File: config.mk
export PLATFORM = sky130hd
export DESIGN_NAME = bcd_serial_adder
export DESIGN_NICKNAME = d
export VERILOG_FILES = /design/src/rtl/bcd_serial_adder_pkg.sv /design/src/rtl/bcd_serial_adder_seg.sv /design/src/rtl/bcd_serial_adder.sv
export SDC_FILE = /design/constraint.sdc
export NUM_CORES = 1
export LEC_CHECK = 0
export CORE_UTILIZATION = 49
export DETAILED_ROUTE_END_ITERATION = 10
export GPL_TIMING_DRIVEN = 0
export PLACE_DENSITY = 0.88
export SYNTH_ARGS = -nofsm -noshare
export SYNTH_HDL_FRONTEND = slang
export SYNTH_SLANG_ARGS = --single-unit
File: constraint.sdc
create_clock -name CLOCK_50 -period 3.7 [get_ports CLOCK_50]
set_input_delay 0.74 -clock CLOCK_50 [delete_from_list [all_inputs] [get_ports CLOCK_50]]
set_output_delay 0.74 -clock CLOCK_50 [all_outputs]
set_load 0.05 [all_outputs]
File: src/rtl/bcd_serial_adder_pkg.sv
// bcd_serial_adder_pkg: shared FSM states, BCD limit and seven-segment patterns.
package bcd_serial_adder_pkg;
   typedef enum logic [1:0] {IDLE, ADD, DONE} state_t;
   localparam logic [3:0] BCD_MAX   = 4'd9;
   localparam logic [6:0] SEG_0     = 7'b1000000;
   localparam logic [6:0] SEG_1     = 7'b1111001;
   localparam logic [6:0] SEG_2     = 7'b0100100;
   localparam logic [6:0] SEG_3     = 7'b0110000;
   localparam logic [6:0] SEG_4     = 7'b0011001;
   localparam logic [6:0] SEG_5     = 7'b0010010;
   localparam logic [6:0] SEG_6     = 7'b0000010;
   localparam logic [6:0] SEG_7     = 7'b1111000;
   localparam logic [6:0] SEG_8     = 7'b0000000;
   localparam logic [6:0] SEG_9     = 7'b0010000;
   localparam logic [6:0] SEG_BLANK = 7'b1111111;
endpackage

File: src/rtl/bcd_serial_adder_seg.sv
// bcd_to_seg: BCD digit to seven-segment pattern; non-decimal codes are blank.
module bcd_to_seg
   import bcd_serial_adder_pkg::*;
#(
   parameter bit SEG_ACTIVE_LOW = 1'b1
) (
   input  logic [3:0] i_bcd,
   output logic [6:0] o_seg
);
   logic [6:0] w_pat;
   always_comb begin
      case (i_bcd)
         4'd0:    w_pat = SEG_0;
         4'd1:    w_pat = SEG_1;
         4'd2:    w_pat = SEG_2;
         4'd3:    w_pat = SEG_3;
         4'd4:    w_pat = SEG_4;
         4'd5:    w_pat = SEG_5;
         4'd6:    w_pat = SEG_6;
         4'd7:    w_pat = SEG_7;
         4'd8:    w_pat = SEG_8;
         4'd9:    w_pat = SEG_9;
         default: w_pat = SEG_BLANK;
      endcase
   end
   assign o_seg = SEG_ACTIVE_LOW ? w_pat : ~w_pat;
endmodule

File: src/rtl/bcd_serial_adder.sv
// bcd_serial_adder: digit-serial packed-BCD adder with seven-segment result display.
module bcd_serial_adder
   import bcd_serial_adder_pkg::*;
#(
   parameter int DIGITS         = 2,
   parameter bit SEG_ACTIVE_LOW = 1'b1
) (
   input  logic                    CLOCK_50,
   input  logic                    rst_n,
   input  logic                    start,
   input  logic [4*DIGITS-1:0]     a,
   input  logic [4*DIGITS-1:0]     b,
   input  logic                    cin,
   output logic [4*DIGITS-1:0]     sum,
   output logic                    cout,
   output logic                    busy,
   output logic                    done,
   output logic                    err,
   output logic [7*(DIGITS+1)-1:0] hex
);
   localparam int W  = 4*DIGITS;
   localparam int IW = $clog2(DIGITS+1);
   state_t         r_state, w_next;
   logic [W-1:0]   r_a, r_b, r_shadow, r_sum, w_next_shadow;
   logic [IW-1:0]  r_idx;
   logic           r_c, r_cout, r_err, r_valid;
   logic           w_bad, w_last, w_gt, w_cap;
   logic [4:0]     w_t;
   logic [3:0]     w_dsum;
   always_comb begin
      w_bad = 1'b0;
      for (int i = 0; i < DIGITS; i++)
         w_bad = w_bad | (a[4*i+:4] > BCD_MAX) | (b[4*i+:4] > BCD_MAX);
   end
   // One digit adder; operands shift down so digit i is always in bits [3:0].
   assign w_t           = 5'(r_a[3:0]) + 5'(r_b[3:0]) + 5'(r_c);
   assign w_gt          = w_t > 5'(BCD_MAX);
   assign w_dsum        = w_gt ? 4'(w_t - 5'd10) : w_t[3:0];
   assign w_next_shadow = W'({w_dsum, r_shadow} >> 4);
   assign w_last        = r_idx == IW'(DIGITS-1);
   assign w_cap         = (r_state == IDLE) && start;
   always_comb begin
      w_next = r_state;
      case (r_state)
         IDLE:    w_next = start ? (w_bad ? DONE : ADD) : IDLE;
         ADD:     w_next = w_last ? DONE : ADD;
         default: w_next = IDLE;
      endcase
   end
   always_ff @(posedge CLOCK_50) begin
      if (!rst_n) r_state <= IDLE;
      else        r_state <= w_next;
   end
   always_ff @(posedge CLOCK_50) begin
      if (!rst_n) begin
         r_a      <= '0;
         r_b      <= '0;
         r_c      <= 1'b0;
         r_idx    <= '0;
         r_shadow <= '0;
         r_sum    <= '0;
         r_cout   <= 1'b0;
         r_err    <= 1'b0;
         r_valid  <= 1'b0;
      end else if (w_cap) begin
         r_a      <= a;
         r_b      <= b;
         r_c      <= cin;
         r_idx    <= '0;
         r_shadow <= '0;
         if (w_bad) begin
            r_sum   <= '0;
            r_cout  <= 1'b0;
            r_err   <= 1'b1;
            r_valid <= 1'b0;
         end
      end else if (r_state == ADD) begin
         r_a      <= r_a >> 4;
         r_b      <= r_b >> 4;
         r_c      <= w_gt;
         r_idx    <= r_idx + IW'(1);
         r_shadow <= w_next_shadow;
         if (w_last) begin
            r_sum   <= w_next_shadow;
            r_cout  <= w_gt;
            r_err   <= 1'b0;
            r_valid <= 1'b1;
         end
      end
   end
   assign sum  = r_sum;
   assign cout = r_cout;
   assign err  = r_err;
   assign busy = r_state == ADD;
   assign done = r_state == DONE;
   // Blank code 0xF is fed after reset and on error so every field goes dark.
   for (genvar g = 0; g <= DIGITS; g++) begin : g_seg
      logic [3:0] w_dig;
      if (g < DIGITS) begin : g_d
         assign w_dig = r_valid ? r_sum[4*g+:4] : 4'hF;
      end else begin : g_c
         assign w_dig = r_valid ? {3'b000, r_cout} : 4'hF;
      end
      bcd_to_seg #(.SEG_ACTIVE_LOW(SEG_ACTIVE_LOW)) u_seg (
         .i_bcd (w_dig),
         .o_seg (hex[7*g+:7])
      );
   end
endmodule

==> flow_summary.ini <==
[clock_network]
cts_setup_buffers = 0
clock_path_buffers = 2
clock-root-buffer = clkbuf_8
clk-insertion-delay-late_ns = 0.28
cts.sinks = 36
tritoncts = yes
cts_buffers = 5
path_clk_slew_ns = 0.06
htreeDepth = 2
ctsResizeCount = 0
hold_buffers = 0

[placed_design]
gp_congestion = 0.8789
io_buffers = 51
dp.cells = 374
hpwl_mm = 3.901

[timing]
min_period_ns = 3.500
rsz0062_at_grt = no
slew_violations = 0
setup_viol = 0
relSlewSlack = 0.5988
clock.fmax_mhz = 285.7
tns_ns = 0
hold_viol_final = 0
timing.final.crit_share = 0.9459
worst_pin_slew_ns = 0.5992
fin_skew_ns = 0.002817

[route]
num_vias = 2124
wirelength_mm = 5.103
dr.pass1.iters = 4
routedWlPerCell_um = 13.39
drt_iter0_drc = 96
drtAntennaViolNets = 0
drcViolationCount = 0
avgViaCountPerCell = 5.575

[synthesis]
ys_seq_area_frac = 0.3331
synth-seq-cells = 36
postSynth.asyncResetShare = 0
syn_area_um2 = 2163
ys.flop_type = dfxtp_1
synth-edff-count = 0
syn_area_per_cell_um2 = 7.924
syn_inst = 273
syn-num-nets = 311
yosysWarnings = 0
synthDistinctLibCells = 46

[floorplan]
die_y_um = 68.45
initial_utilization = 0.5257
die_w_um = 68.45
rows = 23
io_pins = 53
dieArea_um2 = 4685
core_um2 = 4115

[worst_setup_path]
arrival_ns = 2.76
cp_max_fo = 9
cp_slowest_stage_delay_ns = 0.72
crit_path_frequent_cell = inv_1
crit_chain = inv_1, nor2_1, inv_1, ha_1, or2_2, a21oi_1, o21ai_0, clkdlybuf4s50_1
crit_path_end_kind = output pin
cp.required_ns = 2.96
start_kind = flop
crit_slowest_cell = clkdlybuf4s50_1
critical_path_class = reg2out

[cells_and_area]
antennaDiodeCount = 0
syn_to_final_growth_pct = 31.29
fin_cells = 381
fillers = 343
drive_above_1_share = 0.07553
fin_nets = 369

[global_route]
grt_usage = 0.2356
grt_pass1_vias = 1885
antenna_found_initial = 0
grt_max_degree = 11
grt_first_pass_wirelength_mm = 8.266
grt_overflow = 0

[run]
drv_cap = 0

[run_status]
status = finished clean

[power_and_ir_drop]
irDropWorstVdd_mv = 0.2671
power_mw = 0.8920
p_per_area_nw_per_um2 = 314.0
leakagePower_nw = 1.081

[hold_path]
hold_class = reg2reg
==> critical path: cells and delay by family (launching register included) <==
family / cells / cell delay (ns)
buf+inv: 3 / 1.01
simple gates: 2 / 0.54
compound gates: 2 / 0.23
flops: 1 / 0.50
fa+ha+maj: 1 / 0.20
==> state kept, by name, indices dropped and copies added (netlist names) <==
| signal | count |
|---|---|
| r_idx | 2 |
| r_state | 2 |
| r_b | 8 |
| r_c | 1 |
| err | 1 |
| r_shadow | 4 |
| r_a | 8 |
| cout | 1 |
| sum | 8 |
| r_valid | 1 |
==> synth_stat cells, types with 2 or more instances <==
library cell | count | area share
a211oi_1 | 7 | 0.024
a21oi_1 | 35 | 0.081
a22oi_1 | 15 | 0.052
a31oi_1 | 2 | 0.0058
and3_1 | 2 | 0.0058
buf_4 | 5 | 0.017
buf_6 | 3 | 0.016
clkbuf_1 | 11 | 0.019
dfxtp_1 | 36 | 0.33
fa_1 | 2 | 0.019
ha_1 | 16 | 0.093
inv_1 | 13 | 0.023
nand2_1 | 33 | 0.057
nand2b_1 | 12 | 0.035
nand3_1 | 9 | 0.021
nor2_1 | 19 | 0.033
nor3_1 | 3 | 0.0069
nor3b_1 | 2 | 0.0069
o21ai_0 | 18 | 0.042
o2bb2ai_1 | 2 | 0.0081
o31ai_1 | 2 | 0.0069
or2_2 | 2 | 0.0058
==> cells by family after synthesis <==
group,after synthesis,synth area share
other cells,1,0.001733
buf+inv,33,0.07635
xor+xnor,2,0.008099
compound gates,91,0.2620
simple gates,92,0.2076
flops,36,0.3331
fa+ha+maj,18,0.1110
==> final cells by class <==
class	count	area, um^2	area share
sequential	36	720.7	0.2537
multi-input combinational	204	1277	0.4498
timing repair buffer	51	518.0	0.1824
clock buffer	7	96.34	0.03392
buffer	19	112.6	0.03965
inverter	14	52.55	0.01850
tap	50	62.56	0.02203
==> cell usage in the layout, fill, tap and decap left out, types with 3 or more instances in the layout <==
cell and n:
clkdlybuf4s50_1 48, dfxtp_1 36, a21oi_1 35, nand2_1 33, nor2_1 19, o21ai_0 18
ha_1 16, a22oi_1 15, inv_1 13, nand2b_1 12, clkbuf_1 11, nand3_1 9
a211oi_1 7, clkbuf_8 7, buf_4 5, buf_6 3, nor3_1 3, dlymetal6s2s_1 3
==> where the power goes <==
part           total, mW  internal [mW]  leakage, nW  switching (mW)
Sequential         0.416          0.404        0.293          0.0112
Clock              0.294          0.166       0.0503           0.128
Combinational      0.182         0.0778        0.737           0.105
==> routing by layer <==
layer / track usage / vias up / part of all wire
met5: 0 / - / 0
met4: 0.05729 / 0 / 0.0078
met3: 0.05667 / 7 / 0.069
met2: 0.4289 / 89 / 0.51
met1: 0.2730 / 964 / 0.42
li1: - / 1064 / -
==> path summary, 6_finish.rpt <==
path / slack, ns / depth (start not counted) / end / start
setup reg to reg: 0.84 / 10 / r_shadow[7] / r_a[0]
hold reg to reg: 0.47 / 2 / r_b[3] / r_b[3]
hold / removal: 0.47 / 2 / r_b[3] / r_b[3]
setup / recovery: 0.20 / 8 / hex[3] / r_valid
==> stage by stage <==
step | instance area (um^2) | hold slack (ns) | setup slack (ns) | util
6_report | 2840 | 0.4656 | 0.2001 | 0.6902
5_1_grt | 2840 | 0.4929 | 0.008907 | 0.6902
4_1_cts | 2833 | 0.4622 | 0.1268 | 0.6884
3_5_place_dp | 2736 | 0.4504 | 0.4403 | 0.6649
3_3_place_gp | 2736 | 0.4440 | 0.4529 | 0.6649
2_1_floorplan | 2163 | 0.4324 | 0.4764 | -
Power figures use the tool's default switching activity.
